--- config.mk ---
export PLATFORM = sky130hd
export DESIGN_NAME = tmds_rx_align_decode
export DESIGN_NICKNAME = d
export VERILOG_FILES = /design/src/rtl/tmds_rx_align_decode_pkg.sv /design/src/rtl/tmds_rx_align_decode_word.sv /design/src/rtl/tmds_rx_align_decode.sv
export SDC_FILE = /design/constraint.sdc
export NUM_CORES = 1
export LEC_CHECK = 0
export BUFFER_PORTS_ARGS = -buffer_cell sky130_fd_sc_hd__clkbuf_2
export CAP_MARGIN = 20
export CORE_ASPECT_RATIO = 0.75
export CORE_MARGIN = 1.5
export CORE_UTILIZATION = 50
export DETAILED_ROUTE_END_ITERATION = 10
export PLACE_DENSITY_LB_ADDON = 0.15
export SLEW_MARGIN = 20
export SYNTH_ARGS = -nofsm -noshare
export SYNTH_HDL_FRONTEND = slang
export SYNTH_SLANG_ARGS = --single-unit
export TNS_END_PERCENT = 10
--- constraint.sdc ---
create_clock -name pixel_clk -period 2.1 [get_ports pixel_clk]
set_clock_uncertainty 0.2 [all_clocks]
set_input_delay 0.315 -clock pixel_clk [delete_from_list [all_inputs] [get_ports pixel_clk]]
set_output_delay 0.315 -clock pixel_clk [all_outputs]
set_load 0.01 [all_outputs]
--- src/rtl/tmds_rx_align_decode_pkg.sv ---
// Shared definitions for the TMDS receive lane: control-token codes,
// aligner FSM states and the decoded-word record.
package tmds_rx_align_decode_pkg;

    // The four TMDS control tokens, bit 0 = first serial bit.
    localparam logic [9:0] TOK_C00 = 10'b1101010100;
    localparam logic [9:0] TOK_C01 = 10'b0010101011;
    localparam logic [9:0] TOK_C10 = 10'b0101010100;
    localparam logic [9:0] TOK_C11 = 10'b1010101011;

    typedef enum logic [1:0] {
        ST_SEARCH = 2'd0,
        ST_SLIP   = 2'd1,
        ST_SETTLE = 2'd2,
        ST_LOCKED = 2'd3
    } state_t;

    // de = 0 means the word was a control token (ctrl valid, data 0).
    typedef struct packed {
        logic       de;
        logic [1:0] ctrl;
        logic [7:0] data;
    } dec_t;

endpackage

--- src/rtl/tmds_rx_align_decode_word.sv ---
// Purely combinational TMDS 10b word decoder.
// Ports:
//   word  in   10  raw TMDS word, bit 0 = first serial bit
//   dec   out  dec_t {de, ctrl, data}; token -> de=0/ctrl, otherwise de=1/data
module tmds_decode_word
    import tmds_rx_align_decode_pkg::*;
(
    input  logic [9:0] word,
    output dec_t       dec
);

    logic [7:0] d;

    always_comb begin
        // Undo the optional inversion first, then undo the XOR/XNOR chain.
        d   = word[9] ? ~word[7:0] : word[7:0];
        dec = '0;
        case (word)
            TOK_C00: dec.ctrl = 2'b00;
            TOK_C01: dec.ctrl = 2'b01;
            TOK_C10: dec.ctrl = 2'b10;
            TOK_C11: dec.ctrl = 2'b11;
            default: begin
                dec.de      = 1'b1;
                dec.data[0] = d[0];
                for (int i = 1; i < 8; i++) begin
                    dec.data[i] = word[8] ? (d[i] ^ d[i-1]) : ~(d[i] ^ d[i-1]);
                end
            end
        endcase
    end

endmodule

--- src/rtl/tmds_rx_align_decode.sv ---
// TMDS receive lane: word alignment via ISERDES bitslip plus 10b decode.
// A long run of control tokens marks correct alignment; without one the
// aligner slips the ISERDES by one bit every search timeout. While locked,
// blanking intervals (short token runs) keep a watchdog from expiring.
// Ports:
//   pixel_clk  in   1   pixel clock, rising edge
//   rst_n      in   1   async active-low reset (release expected synchronous)
//   tmds_word  in   10  word from ISERDES, bit 0 = first serial bit
//   bitslip    out  1   one-cycle pulse to ISERDES BITSLIP
//   aligned    out  1   high while locked
//   de         out  1   1 = data word, 0 = token or not aligned
//   ctrl       out  2   control value for token words, else 0
//   data       out  8   decoded byte when de = 1, else 0
// Latency tmds_word -> de/ctrl/data is 2 cycles.
module tmds_rx_align_decode
    import tmds_rx_align_decode_pkg::*;
#(
    parameter int LOCK_RUN    = 64,
    parameter int SEARCH_TMO  = 2048,
    parameter int SLIP_SETTLE = 3,
    parameter int BLANK_RUN   = 8,
    parameter int LOCK_TMO    = 4096
) (
    input  logic       pixel_clk,
    input  logic       rst_n,
    input  logic [9:0] tmds_word,
    output logic       bitslip,
    output logic       aligned,
    output logic       de,
    output logic [1:0] ctrl,
    output logic [7:0] data
);

    localparam int RUN_MAX = (LOCK_RUN > BLANK_RUN) ? LOCK_RUN : BLANK_RUN;
    localparam int RUN_W   = $clog2(RUN_MAX + 1);
    localparam int TMO_W   = $clog2(SEARCH_TMO);
    localparam int SET_W   = (SLIP_SETTLE > 1) ? $clog2(SLIP_SETTLE) : 1;
    localparam int WD_W    = $clog2(LOCK_TMO);

    logic [9:0]       word_s1;
    dec_t             dec_s1;
    logic             tok_s1;
    state_t           state, state_nxt;
    logic [TMO_W-1:0] tmo_cnt, tmo_nxt;
    logic [SET_W-1:0] set_cnt, set_nxt;
    logic [WD_W-1:0]  wd_cnt, wd_nxt;
    logic [RUN_W-1:0] run_cnt, run_nxt;
    logic             run_clr;
    logic             aligned_nxt, bitslip_nxt;

    // ---------------- stage 1: input register + token run length ----------
    tmds_decode_word u_dec (
        .word (word_s1),
        .dec  (dec_s1)
    );

    assign tok_s1 = ~dec_s1.de;

    always_comb begin
        run_nxt = '0;
        if (!run_clr && tok_s1) begin
            run_nxt = (run_cnt == RUN_W'(RUN_MAX)) ? run_cnt : run_cnt + 1'b1;
        end
    end

    always_ff @(posedge pixel_clk or negedge rst_n) begin
        if (!rst_n) begin
            word_s1 <= '0;
            run_cnt <= '0;
        end else begin
            word_s1 <= tmds_word;
            run_cnt <= run_nxt;
        end
    end

    // ---------------- aligner FSM: state register --------------------------
    always_ff @(posedge pixel_clk or negedge rst_n) begin
        if (!rst_n) begin
            state   <= ST_SEARCH;
            tmo_cnt <= '0;
            set_cnt <= '0;
            wd_cnt  <= '0;
            aligned <= 1'b0;
            bitslip <= 1'b0;
        end else begin
            state   <= state_nxt;
            tmo_cnt <= tmo_nxt;
            set_cnt <= set_nxt;
            wd_cnt  <= wd_nxt;
            aligned <= aligned_nxt;
            bitslip <= bitslip_nxt;
        end
    end

    // ---------------- aligner FSM: next state ------------------------------
    always_comb begin
        state_nxt = state;
        tmo_nxt   = tmo_cnt;
        set_nxt   = set_cnt;
        wd_nxt    = wd_cnt;
        run_clr   = 1'b0;
        case (state)
            ST_SEARCH: begin
                // A completed token run wins over a coincident timeout.
                if (run_cnt >= RUN_W'(LOCK_RUN)) begin
                    state_nxt = ST_LOCKED;
                    wd_nxt    = '0;
                end else if (tmo_cnt == TMO_W'(SEARCH_TMO - 1)) begin
                    state_nxt = ST_SLIP;
                end else begin
                    tmo_nxt = tmo_cnt + 1'b1;
                end
            end
            ST_SLIP: begin
                state_nxt = ST_SETTLE;
                set_nxt   = '0;
            end
            ST_SETTLE: begin
                // Words around a slip are garbage; keep them out of the run.
                run_clr = 1'b1;
                if (set_cnt == SET_W'(SLIP_SETTLE - 1)) begin
                    state_nxt = ST_SEARCH;
                    tmo_nxt   = '0;
                end else begin
                    set_nxt = set_cnt + 1'b1;
                end
            end
            ST_LOCKED: begin
                if (run_cnt >= RUN_W'(BLANK_RUN)) begin
                    wd_nxt = '0;
                end else if (wd_cnt == WD_W'(LOCK_TMO - 1)) begin
                    state_nxt = ST_SEARCH;
                    tmo_nxt   = '0;
                    run_clr   = 1'b1;
                end else begin
                    wd_nxt = wd_cnt + 1'b1;
                end
            end
            default: state_nxt = ST_SEARCH;
        endcase
    end

    // ---------------- aligner FSM: registered outputs ----------------------
    always_comb begin
        aligned_nxt = (state_nxt == ST_LOCKED);
        bitslip_nxt = (state_nxt == ST_SLIP);
    end

    // ---------------- stage 2: decode result, gated by lock ----------------
    always_ff @(posedge pixel_clk or negedge rst_n) begin
        if (!rst_n) begin
            de   <= 1'b0;
            ctrl <= 2'b00;
            data <= 8'h00;
        end else begin
            de   <= aligned & dec_s1.de;
            ctrl <= aligned ? dec_s1.ctrl : 2'b00;
            data <= aligned ? dec_s1.data : 8'h00;
        end
    end

endmodule

==> run summary, run 1 <==
Result of the run: completed
Share of post-route cells with drive strength above 1: 22.3%
Hold Violations, Final: 0
Required time at the endpoint of the critical path: 2.12 ns
Number of buffers added by the clock tree synthesis step: 9
Power density over the cells: 676 nW/um^2
Width of the die: 88.6 um
Synth-to-layout area growth: 24.6%
Yosys warning total: 0
Final-report max-slew violation count: 0
Avg WL per Cell: 13.8 um
Core area: 5320 um^2
Placed Area: 3040 um^2
Total length of routed wires: 5.56 mm
Peak VDD IR: 0.324 mV
Share of synthesized flip-flops with an asynchronous set or reset: 100%
# DRC: 0
Avg Cell Area, Syn: 10.2 um^2
FILL cells: 433
IO buf count: 24
Filler-free cell count of the finished design: 403
Number of storage elements in the synthesis netlist: 57
Clock-pin slew on the worst setup and hold paths: 0.07 ns
Tcrit/Tclk final: 95.6%
Initial antenna violation count: 0
CP Max Fanout: 5
Wire length of the first global-routing pass: 9.52 mm
Netlist area before placement: 2750 um^2
Number of maximum-capacitance constraint violations: 0
Most used cells in the layout excluding fill and tap cells: 55 x sky130_fd_sc_hd__dfrtp_1, 25 x sky130_fd_sc_hd__nor2_1, 24 x sky130_fd_sc_hd__clkbuf_2
Period minus WS final: 2.01 ns
Antenna Diode Count: 0
Type of the tightest min-delay check: reg -> reg
Worst Setup Slack post-DPL: 0.0367 ns
Leakage power total: 1.53 nW
Number of global-route vias before repair: 1978
Per-cell via count in the routed design: 5.16
GP Congestion: 0.827
Vert. Die Dim: 67.2 um
Number of flops mapped to enable cells by yosys: 0
Final Instance Area: 3420 um^2
Sequential cell area fraction in the yosys report: 51.9%
CTS tree: yes
Total instance count after detailed placement: 373
Clock net sink count: 57
Leading cell type in the layout, fill and taps excluded: sky130_fd_sc_hd__dfrtp_1
Iter 0 DRT Violations: 89
Overflow after GRT: 0
Overall Power: 2.31 mW
Setup TNS Final: 0 ns
Setup repair after global routing missed its margin: yes
Arrival time of data at the critical path endpoint: 2.03 ns
Critical path start-end classification: reg -> reg
DR vias: 2078
Final setup slack of the worst path: 0.0921 ns
First-pass iteration count of the detailed router: 4
Maximum clock insertion buffer count: 2
Clock root buffer master: sky130_fd_sc_hd__clkbuf_8
Final core area utilization: 64.3%
Slew @ Worst Pin: 0.322 ns
Number of failing setup endpoints in the final timing report: 0
Setup crit start kind: flip-flop
HPWL after DPL: 3.67 mm
Number of core rows: 23
Die ar.: 5950 um^2
Hold_ws: 0.287 ns
Primary flip-flop cell chosen by synthesis mapping: sky130_fd_sc_hd__dfrtp_1
Total number of H-tree levels: 3
Count of mapped cells out of synthesis: 270
Count of unique library cells instantiated by Yosys: 41
Global-route total usage across every layer: 21.8%
Insertion delay to the later sink of the worst-skew pair: 0.33 ns
F_max: 498 MHz
Total I/O pin count: 25
Nets: 342
Antenna-violating nets left: 0
Effective utilization at floorplan: 51.6%
Number of nets in the synthesized netlist: 289
Endpoint type of the worst setup path: flip-flop
Worst max-slew margin expressed relative to the limit: 78.4%
Maximum number of pins on one net before global-route repair: 58
==> state kept, by name (all words and copies together) (netlist names) <==
register,cells
aligned,1
run_cnt,7
ctrl,2
tmo_cnt,11
state,2
de,1
bitslip,1
word_s1,10
data,8
wd_cnt,12
set_cnt,2
==> area by class of cell <==
| cell class | instances | area (um^2) | area share (%) |
|---|---|---|---|
| sequential | 57 | 1430 | 41.8 |
| multi-input combinational | 194 | 1270 | 37.2 |
| timing repair buffer | 52 | 383 | 11.2 |
| clock buffer | 10 | 128 | 3.73 |
| tap | 75 | 93.8 | 2.74 |
| clock inverter | 6 | 82.6 | 2.41 |
| inverter | 9 | 33.8 | 0.987 |
==> routing by layer <==
layer | track usage [%] | wire (um) | vias up
met4 | 10.7 | 45 | 0
met2 | 31.4 | 2500 | 38
met1 | 30.8 | 2840 | 967
met3 | 5.50 | 167 | 4
met5 | 0 | 0 | -
li1 | - | - | 1069
==> what timing repair did <==
action / CTS / global route
setup endpoints to repair: 0 / 16
buffers inserted: 0 / 3
hold buffers: 11 / 0
resized for setup: 0 / 11
endpoints found under the hold margin: 67 / 0
==> worst paths after layout <==
check,startpoint,end,slack [ns],cells after the start
worst max-delay path,run_cnt[3],tmo_cnt[1],0.09,5
worst min-delay path,wd_cnt[11],wd_cnt[11],0.29,1
worst max register to register,run_cnt[3],tmo_cnt[1],0.09,5
worst min register to register,wd_cnt[11],wd_cnt[11],0.29,1
max in group asynchronous,rst_n,run_cnt[4],1.12,3
min in group asynchronous,rst_n,data[3],0.32,3
==> critical path, cell delays in order (launching register included) <==
cell and delay (ns):
sky130_fd_sc_hd__dfrtp_2 0.44, sky130_fd_sc_hd__nor4_4 0.33, sky130_fd_sc_hd__and4_4 0.33, sky130_fd_sc_hd__a21bo_2 0.16
sky130_fd_sc_hd__nand4_1 0.13, sky130_fd_sc_hd__mux2_2 0.31
==> cells in the mapped netlist (5+ instances only) <==
master | count | area (um^2)
sky130_fd_sc_hd__inv_1 | 9 | 33.8
sky130_fd_sc_hd__nand3_1 | 13 | 65.1
sky130_fd_sc_hd__or3_1 | 7 | 43.8
sky130_fd_sc_hd__o31ai_1 | 8 | 60.1
sky130_fd_sc_hd__dfrtp_1 | 57 | 1430
sky130_fd_sc_hd__nand4_1 | 7 | 43.8
sky130_fd_sc_hd__o21ai_0 | 23 | 115
sky130_fd_sc_hd__and3_1 | 5 | 31.3
sky130_fd_sc_hd__nor3_1 | 5 | 25.0
sky130_fd_sc_hd__nor2_1 | 25 | 93.8
sky130_fd_sc_hd__a21oi_1 | 9 | 45.0
sky130_fd_sc_hd__ha_1 | 7 | 87.6
sky130_fd_sc_hd__nand2_1 | 19 | 71.3
sky130_fd_sc_hd__clkbuf_1 | 7 | 26.3
sky130_fd_sc_hd__xnor2_1 | 17 | 149
sky130_fd_sc_hd__and2_1 | 8 | 50.1
==> logic make-up (layout without fill, tap and decap cells) <==
| logic type | count (synthesis) | count (layout) | share of synthesized area (%) |
|---|---|---|---|
| xor+xnor | 20 | 20 | 6.38 |
| fa+ha+maj | 7 | 7 | 3.19 |
| flops | 57 | 57 | 51.9 |
| compound gates | 56 | 56 | 12.8 |
| mux | 3 | 3 | 1.18 |
| buf+inv | 19 | 77 | 3.19 |
| simple gates | 108 | 108 | 21.3 |
==> power breakdown <==
group	total (mW)	switching, mW	internal, mW
combinational	0.0902	0.0437	0.0466
sequential	1.12	0.0105	1.11
clock	1.10	0.442	0.662
No activity file was read; power rests on OpenSTA's default activity.
==> inputs of run 2 (changes only) <==
- SYNTH_HIERARCHICAL: not set -> 1
==> run 2 against run 1 <==
Compared with the run above: the run now ends with setup timing left; non-clock buffer count rose by 28; clock-buffer cell count rose by 1; total power is 8.1% lower; synthesized cell count increased by 7.4%; flip-flop and latch count stayed put; via count increased by 13%; global-route usage rose by 0.19 points; sequential power hardly changed; die area is 5.7% higher; critical endpoint is now tmo_cnt[6].
==> run summary, run 2 <==
Multi-input logic area: 1430 um^2 (was 1270 um^2)
Width of the die: 91.1 um (was 88.6 um)
Yosys warning total: 6 (was 0)
Clock net sink count: 57 (unchanged)
Total length of routed wires: 6.19 mm (was 5.56 mm)
Antenna Diode Count: 0 (unchanged)
CTS tree: yes (unchanged)
Arrival time of data at the critical path endpoint: 2.39 ns (was 2.03 ns)
Fraction of synthesized cell area taken by the top area cell type: 49.0% (was 51.9%)
Setup repair after global routing missed its margin: yes (unchanged)
Most repeated cell in the gate-level netlist after synthesis: sky130_fd_sc_hd__dfrtp_1 (unchanged)
Number of buffers added by the clock tree synthesis step: 9 (unchanged)
Type of the tightest min-delay check: reg -> reg (unchanged)
HPWL after DPL: 4.33 mm (was 3.67 mm)
Required time at the endpoint of the critical path: 2.16 ns (was 2.12 ns)
Number of storage elements in the synthesis netlist: 57 (unchanged)
Violations in the final reports: setup timing
Share of synthesized flip-flops with an asynchronous set or reset: 100% (unchanged)
Number of global-route vias before repair: 2328 (was 1978)
Avg Cell Area, Syn: 10.0 um^2 (was 10.2 um^2)
Antenna-violating nets left: 0 (unchanged)
Peak VDD IR: 0.360 mV (was 0.324 mV)
Startpoint of the tightest hold check path: wd_cnt[10] (was wd_cnt[11])
Worst max-slew margin expressed relative to the limit: 69.4% (was 78.4%)
Clock root buffer master: sky130_fd_sc_hd__clkbuf_8 (unchanged)
Global-route total usage across every layer: 22.0% (was 21.8%)
Initial antenna violation count: 0 (unchanged)
Met2 global-route usage: 31.1% (was 31.4%)
DR vias: 2347 (was 2078)
Maximum number of pins on one net before global-route repair: 58 (unchanged)
Final Instance Area: 3810 um^2 (was 3420 um^2)
Primary flip-flop cell chosen by synthesis mapping: sky130_fd_sc_hd__dfrtp_1 (unchanged)
Maximum clock insertion buffer count: 2 (unchanged)
Power density over the cells: 558 nW/um^2 (was 676 nW/um^2)
Total number of H-tree levels: 3 (unchanged)
CP Max Fanout: 8 (was 5)
Overflow after GRT: 0 (unchanged)
Wire length of the first global-routing pass: 10.7 mm (was 9.52 mm)
Endpoint type of the worst setup path: flip-flop (unchanged)
Nets: 397 (was 342)
Flip-flop count of the largest register, all copies and words added: 12 (unchanged)
Result of the run: complete, but fails checks (was completed)
Count of mapped cells out of synthesis: 290 (was 270)
Placed Area: 3410 um^2 (was 3040 um^2)
Hold Violations, Final: 0 (unchanged)
Global routing usage on met1: 32.2% (was 30.8%)
Filler-free cell count of the finished design: 452 (was 403)
Number of flops mapped to enable cells by yosys: 0 (unchanged)
Worst setup startpoint: wd_cnt[1] (was run_cnt[3])
Synth-to-layout area growth: 30.8% (was 24.6%)
Setup crit start kind: flip-flop (unchanged)
Count of unique library cells instantiated by Yosys: 42 (was 41)
Netlist area before placement: 2910 um^2 (was 2750 um^2)
Number of failing setup endpoints in the final timing report: 12 (was 0)
Die ar.: 6290 um^2 (was 5950 um^2)
Top flop regs: wd_cnt (12), tmo_cnt (11), word_s1 (10) (unchanged)
Total instance count after detailed placement: 420 (was 373)
Per-cell via count in the routed design: 5.19 (was 5.16)
Most used cells in the layout excluding fill and tap cells: 57 x sky130_fd_sc_hd__dfrtp_1, 41 x sky130_fd_sc_hd__buf_4, 26 x sky130_fd_sc_hd__nor2_1 (was 55 x sky130_fd_sc_hd__dfrtp_1, 25 x sky130_fd_sc_hd__nor2_1, 24 x sky130_fd_sc_hd__clkbuf_2)
Setup TNS Final: -1.57 ns (was 0 ns)
R2r startpoint: wd_cnt[1] (was run_cnt[3])
Number of nets in the synthesized netlist: 315 (was 289)
Sequential cell area fraction in the yosys report: 49.0% (was 51.9%)
F_max: 430 MHz (was 498 MHz)
GP Congestion: 0.834 (was 0.827)
Core area: 5470 um^2 (was 5320 um^2)
# DRC: 0 (unchanged)
Largest cells by area after synthesis: sky130_fd_sc_hd__dfrtp_1 49%, sky130_fd_sc_hd__ha_1 5.6%, sky130_fd_sc_hd__nor2_1 3.5%, sky130_fd_sc_hd__xnor2_1 3.3%, sky130_fd_sc_hd__and2_1 3.0% (was sky130_fd_sc_hd__dfrtp_1 52%, sky130_fd_sc_hd__xnor2_1 5.4%, sky130_fd_sc_hd__o21ai_0 4.2%, sky130_fd_sc_hd__nor2_1 3.4%, sky130_fd_sc_hd__ha_1 3.2%)
Period minus WS final: 2.32 ns (was 2.01 ns)
Global-route layer with the greatest usage: met1 (was met2)
Number of maximum-capacitance constraint violations: 0 (unchanged)
Vert. Die Dim: 69.1 um (was 67.2 um)
FILL cells: 443 (was 433)
Synth area leader: sky130_fd_sc_hd__dfrtp_1 (unchanged)
Avg WL per Cell: 13.7 um (was 13.8 um)
Final-report max-slew violation count: 0 (unchanged)
Final core area utilization: 69.6% (was 64.3%)
Critical path start-end classification: reg -> reg (unchanged)
Sequential Area: 1430 um^2 (about the same)
Register with the most flip-flops: wd_cnt (unchanged)
Leading cell type in the layout, fill and taps excluded: sky130_fd_sc_hd__dfrtp_1 (unchanged)
IO buf count: 24 (unchanged)
Total I/O pin count: 25 (unchanged)
Share of post-route cells with drive strength above 1: 28.9% (was 22.3%)
Effective utilization at floorplan: 53.2% (was 51.6%)
Iter 0 DRT Violations: 125 (was 89)
Fraction of met3 tracks used by global routing: 6.18% (was 5.50%)
Hold_ws: 0.295 ns (was 0.287 ns)
Final setup slack of the worst path: -0.224 ns (was 0.0921 ns)
Leakage power total: 1.80 nW (was 1.53 nW)
First-pass iteration count of the detailed router: 4 (unchanged)
Slew @ Worst Pin: 0.455 ns (was 0.322 ns)
Clock-pin slew on the worst setup and hold paths: 0.07 ns (about the same)
Insertion delay to the later sink of the worst-skew pair: 0.34 ns (was 0.33 ns)
Tcrit/Tclk final: 111% (was 95.6%)
Number of core rows: 23 (unchanged)
Leading cell types by count after synthesis: 57 x sky130_fd_sc_hd__dfrtp_1, 27 x sky130_fd_sc_hd__nor2_1, 19 x sky130_fd_sc_hd__inv_1, 18 x sky130_fd_sc_hd__nand2_1, 17 x sky130_fd_sc_hd__o21ai_0 (was 57 x sky130_fd_sc_hd__dfrtp_1, 25 x sky130_fd_sc_hd__nor2_1, 23 x sky130_fd_sc_hd__o21ai_0, 19 x sky130_fd_sc_hd__nand2_1, 17 x sky130_fd_sc_hd__xnor2_1)
run 2: area by class of cell:
cell class | count | area share [%]
Clock buffer | 11 | 3.71
Clock inverter | 5 | 0.822
Inverter | 20 | 2.10
Multi-Input combinational cell | 204 | 37.6
Sequential cell | 57 | 37.5
Tap cell | 75 | 2.47
Timing Repair Buffer | 80 | 15.8
run 2: metrics by stage:
stage | total power, mW | setup WS [ns]
6_report | 2.13 | -0.224
5_1_grt | 2.22 | -0.280
4_1_cts | 2.16 | -0.358
3_5_place_dp | 1.24 | -0.377
3_3_place_gp | 1.24 | -0.307
2_1_floorplan | 1.19 | -0.340
run 2: report_power, final:
| group | switching (mW) | internal, mW |
|---|---|---|
| sequential | 0.0115 | 1.11 |
| clock | 0.431 | 0.455 |
| combinational | 0.0604 | 0.0595 |
run 2: cell families (layout without fill, tap and decap cells):
| logic type | Yosys count | count (layout) | share of synthesized area, % |
|---|---|---|---|
| and+or+nand+nor | 118 | 118 | 22.2 |
| DFF | 57 | 57 | 49.0 |
| AOI/OAI and AO/OA | 51 | 51 | 10.8 |
| buffers and inverters | 29 | 116 | 4.69 |
| xor gates and xnor gates | 17 | 17 | 5.89 |
| adders and majority gates | 13 | 13 | 5.59 |
| muxes | 5 | 5 | 1.89 |
run 2: what timing repair did:
action / 4_1_cts / 5_1_grt
buffers inserted: 4 / 1
gates resized for setup: 7 / 9
hold buffers: 11 / 0
endpoints found under the setup margin: 24 / 26
endpoints found under the hold margin: 67 / 0
pin swaps: 14 / 3
gates cloned: 0 / 0
run 2: worst paths after layout:
path / to / slack, ns / depth (start not counted)
setup / recovery: tmo_cnt[6] / -0.22 / 7
min in group asynchronous: data[2] / 0.32 / 3
hold reg to reg: wd_cnt[10] / 0.30 / 1
hold / removal: wd_cnt[10] / 0.30 / 1
setup reg to reg: tmo_cnt[6] / -0.22 / 7
max in group asynchronous: set_cnt[0] / 1.13 / 3
run 2: critical path: stages (launching register included):
cell and delay [ns]:
sky130_fd_sc_hd__dfrtp_1 0.36, sky130_fd_sc_hd__ha_2 0.17, sky130_fd_sc_hd__or4b_4 0.47, sky130_fd_sc_hd__nor4_4 0.17, sky130_fd_sc_hd__o21a_2 0.21, sky130_fd_sc_hd__inv_6 0.06, sky130_fd_sc_hd__or4b_4 0.48, sky130_fd_sc_hd__a21oi_2 0.12
run 2: layer usage:
| layer | vias up | part of all wire (%) | wire (um) |
|---|---|---|---|
| li1 | 1181 | - | - |
| met1 | 1106 | 52 | 3200 |
| met2 | 54 | 43 | 2640 |
| met3 | 6 | 4.6 | 284 |
| met4 | 0 | 1.1 | 68 |
| met5 | - | 0 | 0 |
